===== src/rtl/alu_muldiv_unit_if.sv =====
// Request/response bundle between EX issue logic and the RV32M multiply/divide unit.
interface alu_muldiv_unit_if #(
  parameter int XLEN  = 32,
  parameter int TAG_W = 5
);
  logic [6:0]       opcode;
  logic [6:0]       funct7;
  logic [2:0]       funct3;
  logic             in_valid;
  logic             in_ready;
  logic [XLEN-1:0]  rs1_data;
  logic [XLEN-1:0]  rs2_data;
  logic [TAG_W-1:0] tag_in;
  logic             flush;
  logic             is_md;
  logic             busy;
  logic             out_valid;
  logic             out_ready;
  logic [XLEN-1:0]  result;
  logic [TAG_W-1:0] tag_out;

  modport master (
    output opcode, funct7, funct3, in_valid, rs1_data, rs2_data, tag_in, flush, out_ready,
    input  in_ready, is_md, busy, out_valid, result, tag_out
  );

  modport slave (
    input  opcode, funct7, funct3, in_valid, rs1_data, rs2_data, tag_in, flush, out_ready,
    output in_ready, is_md, busy, out_valid, result, tag_out
  );
endinterface


===== src/rtl/alu_muldiv_unit.sv =====
// Multi-cycle RV32M unit: restoring divide and shift-add (or single-cycle) multiply on
// operand magnitudes, with the sign applied as the result is written.
module alu_muldiv_unit #(
  parameter int XLEN     = 32,
  parameter int FAST_MUL = 1,
  parameter int TAG_W    = 5
) (
  input logic               clk,
  input logic               reset,
  alu_muldiv_unit_if.slave  bus
);
  localparam int CW = $clog2(XLEN);
  localparam logic [6:0] OP_ARITH = 7'b0110011;
  localparam logic [6:0] F7_MD    = 7'b0000001;

  typedef enum logic [1:0] {IDLE, CALC, DONE} state_t;

  state_t             state;
  logic [2:0]         f3;
  logic [TAG_W-1:0]   tag;
  logic [XLEN-1:0]    op_a, op_b;
  logic               neg;
  logic [2*XLEN-1:0]  acc;
  logic [CW-1:0]      cnt;
  logic [XLEN-1:0]    result;
  logic [TAG_W-1:0]   tag_out;

  assign bus.is_md     = (bus.opcode == OP_ARITH) && (bus.funct7 == F7_MD);
  assign bus.in_ready  = (state == IDLE);
  assign bus.busy      = (state != IDLE);
  assign bus.out_valid = (state == DONE);
  assign bus.result    = result;
  assign bus.tag_out   = tag_out;

  logic accept;
  assign accept = bus.in_valid & bus.in_ready & bus.is_md & ~bus.flush;

  // Accept-side decode: magnitudes, result sign and the early-exit cases.
  logic            is_div, sgn_a, sgn_b, div_zero, ovf;
  logic [XLEN-1:0] abs_a, abs_b;
  always_comb begin
    is_div   = bus.funct3[2];
    sgn_a    = (bus.funct3 inside {3'b001, 3'b010, 3'b100, 3'b110}) && bus.rs1_data[XLEN-1];
    sgn_b    = (bus.funct3 inside {3'b001, 3'b100, 3'b110}) && bus.rs2_data[XLEN-1];
    abs_a    = sgn_a ? -bus.rs1_data : bus.rs1_data;
    abs_b    = sgn_b ? -bus.rs2_data : bus.rs2_data;
    div_zero = is_div && (bus.rs2_data == '0);
    ovf      = is_div && !bus.funct3[0] && (bus.rs1_data == {1'b1, {(XLEN-1){1'b0}}})
               && (&bus.rs2_data);
  end

  // acc holds {remainder, quotient} for divide and {partial product, multiplier} for multiply.
  logic [XLEN:0]      trial, diff, sum;
  logic [2*XLEN-1:0]  acc_nxt, prod;
  logic [XLEN-1:0]    fin;
  always_comb begin
    trial = {acc[2*XLEN-1:XLEN], acc[XLEN-1]};
    diff  = trial - {1'b0, op_b};
    sum   = {1'b0, acc[2*XLEN-1:XLEN]} + (acc[0] ? {1'b0, op_a} : {(XLEN+1){1'b0}});
    if (f3[2])
      acc_nxt = diff[XLEN] ? {trial[XLEN-1:0], acc[XLEN-2:0], 1'b0}
                           : {diff[XLEN-1:0],  acc[XLEN-2:0], 1'b1};
    else if (FAST_MUL != 0)
      acc_nxt = {{XLEN{1'b0}}, op_a} * {{XLEN{1'b0}}, op_b};
    else
      acc_nxt = {sum, acc[XLEN-1:1]};
    prod = neg ? -acc_nxt : acc_nxt;
    case (f3)
      3'b000:                 fin = prod[XLEN-1:0];
      3'b001, 3'b010, 3'b011: fin = prod[2*XLEN-1:XLEN];
      3'b100, 3'b101:         fin = neg ? -acc_nxt[XLEN-1:0] : acc_nxt[XLEN-1:0];
      default:                fin = neg ? -acc_nxt[2*XLEN-1:XLEN] : acc_nxt[2*XLEN-1:XLEN];
    endcase
  end

  always_ff @(posedge clk or negedge reset) begin
    if (!reset) begin
      state   <= IDLE;
      cnt     <= '0;
      result  <= '0;
      tag_out <= '0;
      f3      <= '0;
      tag     <= '0;
      op_a    <= '0;
      op_b    <= '0;
      neg     <= 1'b0;
      acc     <= '0;
    end else if (bus.flush) begin
      state <= IDLE;
    end else begin
      case (state)
        IDLE: if (accept) begin
          f3   <= bus.funct3;
          tag  <= bus.tag_in;
          op_a <= abs_a;
          op_b <= abs_b;
          // REM follows the dividend; everything else is the XOR of operand signs.
          neg  <= (is_div && bus.funct3[1]) ? sgn_a : (sgn_a ^ sgn_b);
          acc  <= {{XLEN{1'b0}}, is_div ? abs_a : abs_b};
          cnt  <= (is_div || FAST_MUL == 0) ? CW'(XLEN-1) : '0;
          if (div_zero) begin
            result  <= bus.funct3[1] ? bus.rs1_data : '1;
            tag_out <= bus.tag_in;
            state   <= DONE;
          end else if (ovf) begin
            result  <= bus.funct3[1] ? '0 : bus.rs1_data;
            tag_out <= bus.tag_in;
            state   <= DONE;
          end else begin
            state <= CALC;
          end
        end
        CALC: begin
          acc <= acc_nxt;
          cnt <= cnt - 1'b1;
          if (cnt == '0) begin
            result  <= fin;
            tag_out <= tag;
            state   <= DONE;
          end
        end
        DONE: if (bus.out_ready) state <= IDLE;
        default: state <= IDLE;
      endcase
    end
  end
endmodule


===== src/flat_wrapper.sv =====
// flat-port wrapper written by rule: the top's interface ports become plain ports
module alu_muldiv_unit_flat 
#(
  parameter int XLEN     = 32,
  parameter int FAST_MUL = 1,
  parameter int TAG_W    = 5
)
  (clk, reset, bus_opcode, bus_funct7, bus_funct3, bus_in_valid, bus_rs1_data, bus_rs2_data, bus_tag_in, bus_flush, bus_out_ready, bus_in_ready, bus_is_md, bus_busy, bus_out_valid, bus_result, bus_tag_out);
  alu_muldiv_unit_if #(.XLEN(XLEN), .TAG_W(TAG_W)) bus_i ();
  input logic clk;
  input logic reset;
  input wire logic [$bits(bus_i.opcode)-1:0] bus_opcode;
  input wire logic [$bits(bus_i.funct7)-1:0] bus_funct7;
  input wire logic [$bits(bus_i.funct3)-1:0] bus_funct3;
  input wire logic [$bits(bus_i.in_valid)-1:0] bus_in_valid;
  input wire logic [$bits(bus_i.rs1_data)-1:0] bus_rs1_data;
  input wire logic [$bits(bus_i.rs2_data)-1:0] bus_rs2_data;
  input wire logic [$bits(bus_i.tag_in)-1:0] bus_tag_in;
  input wire logic [$bits(bus_i.flush)-1:0] bus_flush;
  input wire logic [$bits(bus_i.out_ready)-1:0] bus_out_ready;
  output wire logic [$bits(bus_i.in_ready)-1:0] bus_in_ready;
  output wire logic [$bits(bus_i.is_md)-1:0] bus_is_md;
  output wire logic [$bits(bus_i.busy)-1:0] bus_busy;
  output wire logic [$bits(bus_i.out_valid)-1:0] bus_out_valid;
  output wire logic [$bits(bus_i.result)-1:0] bus_result;
  output wire logic [$bits(bus_i.tag_out)-1:0] bus_tag_out;
  assign bus_i.opcode = bus_opcode;
  assign bus_i.funct7 = bus_funct7;
  assign bus_i.funct3 = bus_funct3;
  assign bus_i.in_valid = bus_in_valid;
  assign bus_i.rs1_data = bus_rs1_data;
  assign bus_i.rs2_data = bus_rs2_data;
  assign bus_i.tag_in = bus_tag_in;
  assign bus_i.flush = bus_flush;
  assign bus_i.out_ready = bus_out_ready;
  assign bus_in_ready = bus_i.in_ready;
  assign bus_is_md = bus_i.is_md;
  assign bus_busy = bus_i.busy;
  assign bus_out_valid = bus_i.out_valid;
  assign bus_result = bus_i.result;
  assign bus_tag_out = bus_i.tag_out;
  alu_muldiv_unit #(.XLEN(XLEN), .FAST_MUL(FAST_MUL), .TAG_W(TAG_W)) u_core (.clk(clk), .reset(reset), .bus(bus_i));
endmodule

===== config.mk =====
export PLATFORM = sky130hd
export DESIGN_NAME = alu_muldiv_unit_flat
export DESIGN_NICKNAME = d
export VERILOG_FILES = /design/src/rtl/alu_muldiv_unit_if.sv /design/src/rtl/alu_muldiv_unit.sv /design/src/flat_wrapper.sv
export SDC_FILE = /design/constraint.sdc
export NUM_CORES = 2
export LEC_CHECK = 0
export CAP_MARGIN = 20
export CORE_UTILIZATION = 50
export CTS_CLUSTER_DIAMETER = 200
export CTS_CLUSTER_SIZE = 40
export DETAILED_ROUTE_END_ITERATION = 6
export PLACE_DENSITY = 0.74
export SYNTH_ARGS = -nofsm -noshare
export SYNTH_HDL_FRONTEND = slang
export SYNTH_SLANG_ARGS = --single-unit
export TNS_END_PERCENT = 5

===== constraint.sdc =====
create_clock -name clk -period 16.3 [get_ports clk]
set_input_delay 2.445 -clock clk [delete_from_list [all_inputs] [get_ports clk]]
set_output_delay 2.445 -clock clk [all_outputs]
set_load 0.05 [all_outputs]

# Word level (Yosys, flattened, before mapping)
# Index checks and enable logic that the tools add are counted.
[classes]
mux = 34
n_eq_ne = 20
mul = 1
bitwise = 5
reduce_logical = 24
n_addsub = 7
[ops]
columns = ["operator", "count"]
rows = [
  ["two-way mux 32 bit", 11],
  ["two-way mux 64 bit", 4],
  ["negator 32 bit", 4],
  ["one-hot mux 64 bit (2 select lines)", 1],
  ["one-hot mux 32 bit (3 select lines)", 1],
  ["multiplier 32 x 32 -> 64 bit", 1],
  ["negator 64 bit", 1],
  ["one-hot mux 32 bit (2 select lines)", 1],
  ["subtractor 33 x 32 -> 33 bit", 1],
  ["equality test 32 bit, second input constant", 1],
  ["logical NOT 32 bit", 1],
  ["AND reduction 32 bit", 1],
  ["two-way mux 5 bit", 6],
  ["one-hot mux 5 bit (2 select lines)", 2],
  ["equality test 3 bit, second input constant", 4],
  ["two-way mux 2 bit", 6],
  ["equality test 3 x 2 -> 1 bit, second input constant", 3],
  ["inequality test 3 bit, second input constant", 3],
  ["AND reduction 3 bit", 3],
  ["logical AND 1 bit", 8],
  ["equality test 7 x 1 -> 1 bit, second input constant", 1],
  ["equality test 7 x 6 -> 1 bit, second input constant", 1],
  ["equality test 3 x 1 -> 1 bit, second input constant", 2],
  ["one-hot mux 2 bit (3 select lines)", 1],
  ["20 further kinds", 23],
]
[word_totals]
inputBits = 91
output_inout_bits = 41
reg_bits = 181
word_cells = 101

# Longest topological paths before layout
[depth]
word_depth = 9
depth_mapped = 35

# Worst setup path before layout
# No wires, ideal clock.
[synth_path]
path_type = "reg2reg"
from = "register u_core.op_a[16]"
to = "register u_core.result[29], in the netlist u_core.bus.result[29]"
arrival_time_ps = 8405
path_stages_with_launch = 29
synth_period_minus_slack_ps = 8538
t_required_ps = 16167
slack_ps = 7762
n_path_buf = 3
path_cell_list = "dfrtp_1 clkbuf_1 and2_1 fa_1 fa_1 inv_1 fa_1 fa_1 fa_1 inv_1 fa_1 fa_1 fa_1 ha_1 clkbuf_1 and4_1 nor2b_1 nand2_1 a2111oi_0 a211oi_2 o211ai_1 xnor2_1 mux2i_2 or3_4 or3_1 buf_2 o311a_1 o41ai_2 nand3_1"
[synth_via]
elab_chain_len = 7
word_cells_on_any_way = 11
[synth_rtl]
columns = ["item", "line", "rtl"]
rows = [
  ["start: declaration", "alu_muldiv_unit.sv:21", "logic [XLEN-1:0] op_a, op_b;"],
  ["start signal: assignment", "alu_muldiv_unit.sv:95", "op_a <= abs_a;"],
  ["multiplier 32 x 32 -> 64 bit *", "alu_muldiv_unit.sv:64", "acc_nxt = {{XLEN{1'b0}}, op_a} * {{XLEN{1'b0}}, op_b};"],
  ["two-way mux 64 bit *", "alu_muldiv_unit.sv:60", "if (f3[2])"],
  ["negator 64 bit (tied with other cells)", "alu_muldiv_unit.sv:67", "prod = neg ? -acc_nxt : acc_nxt;"],
  ["two-way mux 64 bit (tied with other cells)", "alu_muldiv_unit.sv:67", ""],
  ["one-hot mux 32 bit (3 select lines) *", "alu_muldiv_unit.sv:68", "case (f3)"],
  ["two-way mux 32 bit *", "alu_muldiv_unit.sv:116", "if (cnt == '0) begin"],
  ["one-hot mux 32 bit (2 select lines) *", "alu_muldiv_unit.sv:91", "case (state)"],
  ["end signal: assignment", "alu_muldiv_unit.sv:102", "result <= bus.funct3[1] ? bus.rs1_data : '1;"],
  ["end signal: assignment", "alu_muldiv_unit.sv:106", "result <= bus.funct3[1] ? '0 : bus.rs1_data;"],
  ["end signal: assignment", "alu_muldiv_unit.sv:117", "result <= fin;"],
  ["end: declaration", "alu_muldiv_unit.sv:25", "logic [XLEN-1:0] result;"],
]
# Mark *: on every way between the ends. The rest lies on a longest branch, timed or not. The select of a mux whose other input is x is not followed.
# A chain may end at the register's enable or synchronous reset.

# Worst setup path in the final report
[layout_path]
from = "register u_core.op_b[4]"
to = "register u_core.result[21], in the netlist u_core.bus.result[21]"
[layout_via]
elab_chain_len = 8
word_cells_on_any_way = 13
[layout_rtl]
columns = ["item", "line", "rtl"]
rows = [
  ["start: declaration", "alu_muldiv_unit.sv:21", ""],
  ["start signal: assignment", "alu_muldiv_unit.sv:96", "op_b <= abs_b;"],
  ["parallel branches: the longest is 2 deep, another holds multiplier 32 x 32 -> 64 bit", "n/a", ""],
  ["two-way mux 64 bit *", "alu_muldiv_unit.sv:60", ""],
  ["negator 64 bit (tied with other cells)", "alu_muldiv_unit.sv:67", ""],
  ["two-way mux 64 bit (tied with other cells)", "alu_muldiv_unit.sv:67", ""],
  ["one-hot mux 32 bit (3 select lines) *", "alu_muldiv_unit.sv:68", ""],
  ["two-way mux 32 bit *", "alu_muldiv_unit.sv:116", ""],
  ["one-hot mux 32 bit (2 select lines) *", "alu_muldiv_unit.sv:91", ""],
]
# Every way passes the cells marked *. The select of a mux whose other input is x is not followed.

==> flow_summary_export.csv <==
group,metric,value,unit
global_routing,global_route.usage.total,34.0,%
cells_and_area,fin_area,52900,µm²
pwr,static-leakage-power,25.8,nW
logic_synthesis,async_flop_share,100,%
floorplanning,i_o_pin_count,132,
timing,timing.final.max_slew_violations,0,
setup_path,timing.critical_path.slowest_stage_cell,"dfrtp_1",
pwr,p_sw_share,35.6,%
clock_tree,ctsResizeCount,0,
cells_and_area,drive_gt1_share,3.81,%
pwr,switching_power,0.415,mW
timing,relSlewSlack,20.2,%
floorplanning,fp.dieArea,101000,µm²
cells_and_area,fill_cells,9163,
clock_tree,holdBufCountCts,0,
drt,drt-initial-drc-count,3979,
place,dp_hpwl,138,mm
timing,setup_viol_count_final,0,
global_routing,number_of_antenna_violations_at_the_first_check_in_global_routing,4,
logic_synthesis,synth_enable_flop_cells,0,
cells_and_area,area.sequential,4530,µm²
place,place.port_buffers,131,
clock_tree,clock_latency,0.51,ns
timing,rsz0062_at_grt,"no",
setup_path,critPathRequiredTime,16.66,ns
drt,dr.pass1.iters,6,
logic_synthesis,synth_sequential_area_ratio,9.05,%
setup_path,critical_path_arrival,11.19,ns
timing,setup-tns-final,0,ns
drt,wire_per_inst,23.6,µm
run_status,outcome,"complete, no violations",
pwr,power.density_cell_area,22.0,nW/µm²
setup_path,cp_common_cell,"fa_1",
logic_synthesis,synth_common_cells,"inv_1 (918), fa_1 (897), nand2_1 (777)",
floorplanning,core_area,98700,µm²
logic_synthesis,synth_cell_type_count,109,
timing,peak_clock_frequency_supported_by_timing,92.4,MHz
timing,timing.final.hold_violations,0,
place,area_after_detailed_placement,52300,µm²
place,routabilityCongestion,1.02,
clock_tree,clk_transition_reported_paths,0.09,ns
setup_path,start_kind,"flip-flop",
floorplanning,starting_density,50.7,%
setup_path,critical_path_class,"reg -> reg",
logic_synthesis,number_of_nets_in_the_synthesized_netlist,7255,
logic_synthesis,synthCells,5965,
pwr,max-vdd-ir-drop,77.8,µV
drt,drt-total-wl,169,mm
drt,post_drt_via_cell_ratio,6.01,
cells_and_area,design.final.nets,7131,
timing,period_share,66.4,%
cells_and_area,areaGrowthSynthToFinish,5.74,%
clock_tree,postCtsSetupRepairBufs,0,
clock_tree,cts.path.max_buffers,2,
drt,remaining_drc_errors,0,
timing,period_needed,10.82,ns
setup_path,cpPeakStageDelay,1.12,ns
logic_synthesis,synth_top_cells_by_area,"fa_1 (36%), dfrtp_1 (9.0%), and2_1 (7.6%)",
logic_synthesis,synthMostInstantiatedCell,"inv_1",
drt,vias_post_dr,42900,
logic_synthesis,synthDominantAreaCellType,"fa_1",
clock_tree,cts.root.buffer_cell,"clkbuf_16",
min_path,hold_path.class,"reg -> reg",
drt,drt.antenna.violating_nets,0,
timing,timing_worst_slew_pin_value,1.19,ns
cells_and_area,multi_input_area,40700,µm²
logic_synthesis,avgSynthCellArea,8.39,µm²
logic_synthesis,yosysTopAreaCellShare,35.9,%
clock_tree,cts.sink_count,181,
pwr,clock_power_share,36.9,%
global_routing,grt_overflow,0,
floorplanning,floorplan.die.width,318,µm
setup_path,critical_path_peak_fanout,33,
pwr,intPower,0.751,mW
logic_synthesis,mappedNetlistArea,50000,µm²
pwr,pwr-share-seq,38.5,%
logic_synthesis,yosys_warnings,0,
timing,timing.clock.skew,0.0156,ns
run,cap_violations,0,
clock_tree,cts_made_buffers,17,
logic_synthesis,synth_top_flop_cell,"dfrtp_1",
clock_tree,cts_tree,"done",
global_routing,maximum_number_of_pins_on_one_net_before_global_route_repair,72,
setup_path,worst-r2r-setup-slack,5.48,ns
pwr,power.share.combinational,24.6,%
floorplanning,die-height,318,µm
clock_tree,htree_levels,4,
setup_path,endpoint_kind,"flip-flop",
floorplanning,floorplan.rows,115,
global_routing,first_global_vias,44200,
logic_synthesis,synth-seq-cells,181,
global_routing,grt_pass1_wl,265,mm
## worst max-delay path, delay by kind of cell (launching register included)
family | cells | cell delay (ns)
buffers and inverters | 4 | 0.24
AND/OR/NAND/NOR | 3 | 0.97
flip-flops | 1 | 1.12
AO/OA/AOI/OAI | 10 | 3.90
XOR/XNOR | 1 | 0.15
adder cells (fa/ha/maj) | 9 | 4.29
## logic make-up after synthesis
group           count (synthesis)  share of synthesized area [%]
flops                         181                           9.05
buf+inv                      1288                           9.75
fa+ha+maj                    1199                           43.4
xor+xnor                      160                           2.80
mux                            62                           1.30
compound gates               1034                           13.2
simple gates                 2041                           20.5
## layout make-up
| class | instances | share of cell area (%) |
|---|---|---|
| antenna | 2 | 0.00946 |
| sequential | 181 | 8.57 |
| clock inverter | 14 | 0.258 |
| timing repair buffer | 226 | 3.93 |
| clock buffer | 17 | 0.804 |
| tap | 1287 | 3.04 |
| multi-input combinational | 4496 | 76.9 |
| inverter | 919 | 6.52 |
## sequential cells by signal, summed over array words and instances (netlist names)
signal              cells
u_core.op_b            32
u_core.state            2
u_core.tag              5
u_core.f3               3
u_core.acc             64
u_core.neg              1
u_core.op_a            32
u_core.bus.result      32
u_core.bus.tag_out      5
u_core.cnt              5
## placed cells by master (no fill, tap or decap), types with 20 or more instances in the layout
cell type and count:
nand4_1 56, o31ai_1 41, buf_4 89, and3_1 25
o21a_1 20, or3_1 36, o21ai_0 294, ha_1 302
a21o_1 36, fa_1 897, nor2_1 264, clkdlybuf4s50_1 129
a21oi_1 278, nand3_1 60, dfrtp_1 179, and2_1 609
o211ai_1 32, inv_1 918, nor4_1 26, a31oi_1 35
xnor2_1 87, nor3_1 63, a211oi_1 57, nand2_1 777
a22o_1 20, mux2i_1 42, o21ai_1 21, xor2_1 73
## power by group through the flow
stage	logic, mW	clock network [mW]	registers (mW)
2_1_floorplan	0.154	0	0.458
3_3_place_gp	0.277	0	0.458
3_5_place_dp	0.277	0	0.458
4_1_cts	0.279	0.434	0.449
6_report	0.287	0.430	0.449
5_1_grt	0.302	0.448	0.449
## path summary, 6_finish.rpt
| check | to | startpoint | cells after the start |
|---|---|---|---|
| worst max register to register | u_core.bus.result[21]$_DFFE_PN0P_ | u_core.op_b[4]$_DFFE_PN0P_ | 27 |
| max in group asynchronous | u_core.f3[2]$_DFFE_PN0P_ | reset | 2 |
| worst min register to register | u_core.acc[25]$_DFFE_PN0P_ | u_core.acc[25]$_DFFE_PN0P_ | 2 |
| worst max-delay path | u_core.bus.result[21]$_DFFE_PN0P_ | u_core.op_b[4]$_DFFE_PN0P_ | 27 |
| worst min-delay path | u_core.acc[25]$_DFFE_PN0P_ | u_core.acc[25]$_DFFE_PN0P_ | 2 |
| min in group asynchronous | u_core.op_b[0]$_DFFE_PN0P_ | reset | 1 |
## layer usage
layer	track usage [%]	routed length (µm)	up-vias
li1	-	-	18800
met4	15.4	8730	2
met3	4.67	12700	357
met2	55.2	78500	1866
met5	0	10	-
met1	45.4	68900	21800
## per-stage QoR
step | utilization, % | hold slack, ns | setup slack [ns] | power [mW] | instances
global placement | 52.9 | 0.453 | 5.48 | 0.735 | 7103
global route | 53.6 | 0.513 | 5.20 | 1.20 | 7140
CTS | 53.5 | 0.482 | 5.63 | 1.16 | 7137
floorplan | - | 0.441 | 7.76 | 0.612 | 5965
finish | 53.6 | 0.479 | 5.48 | 1.17 | 7142
detailed placement | 53.0 | 0.465 | 5.69 | 0.735 | 7106
No activity file was read; power rests on OpenSTA's default activity.
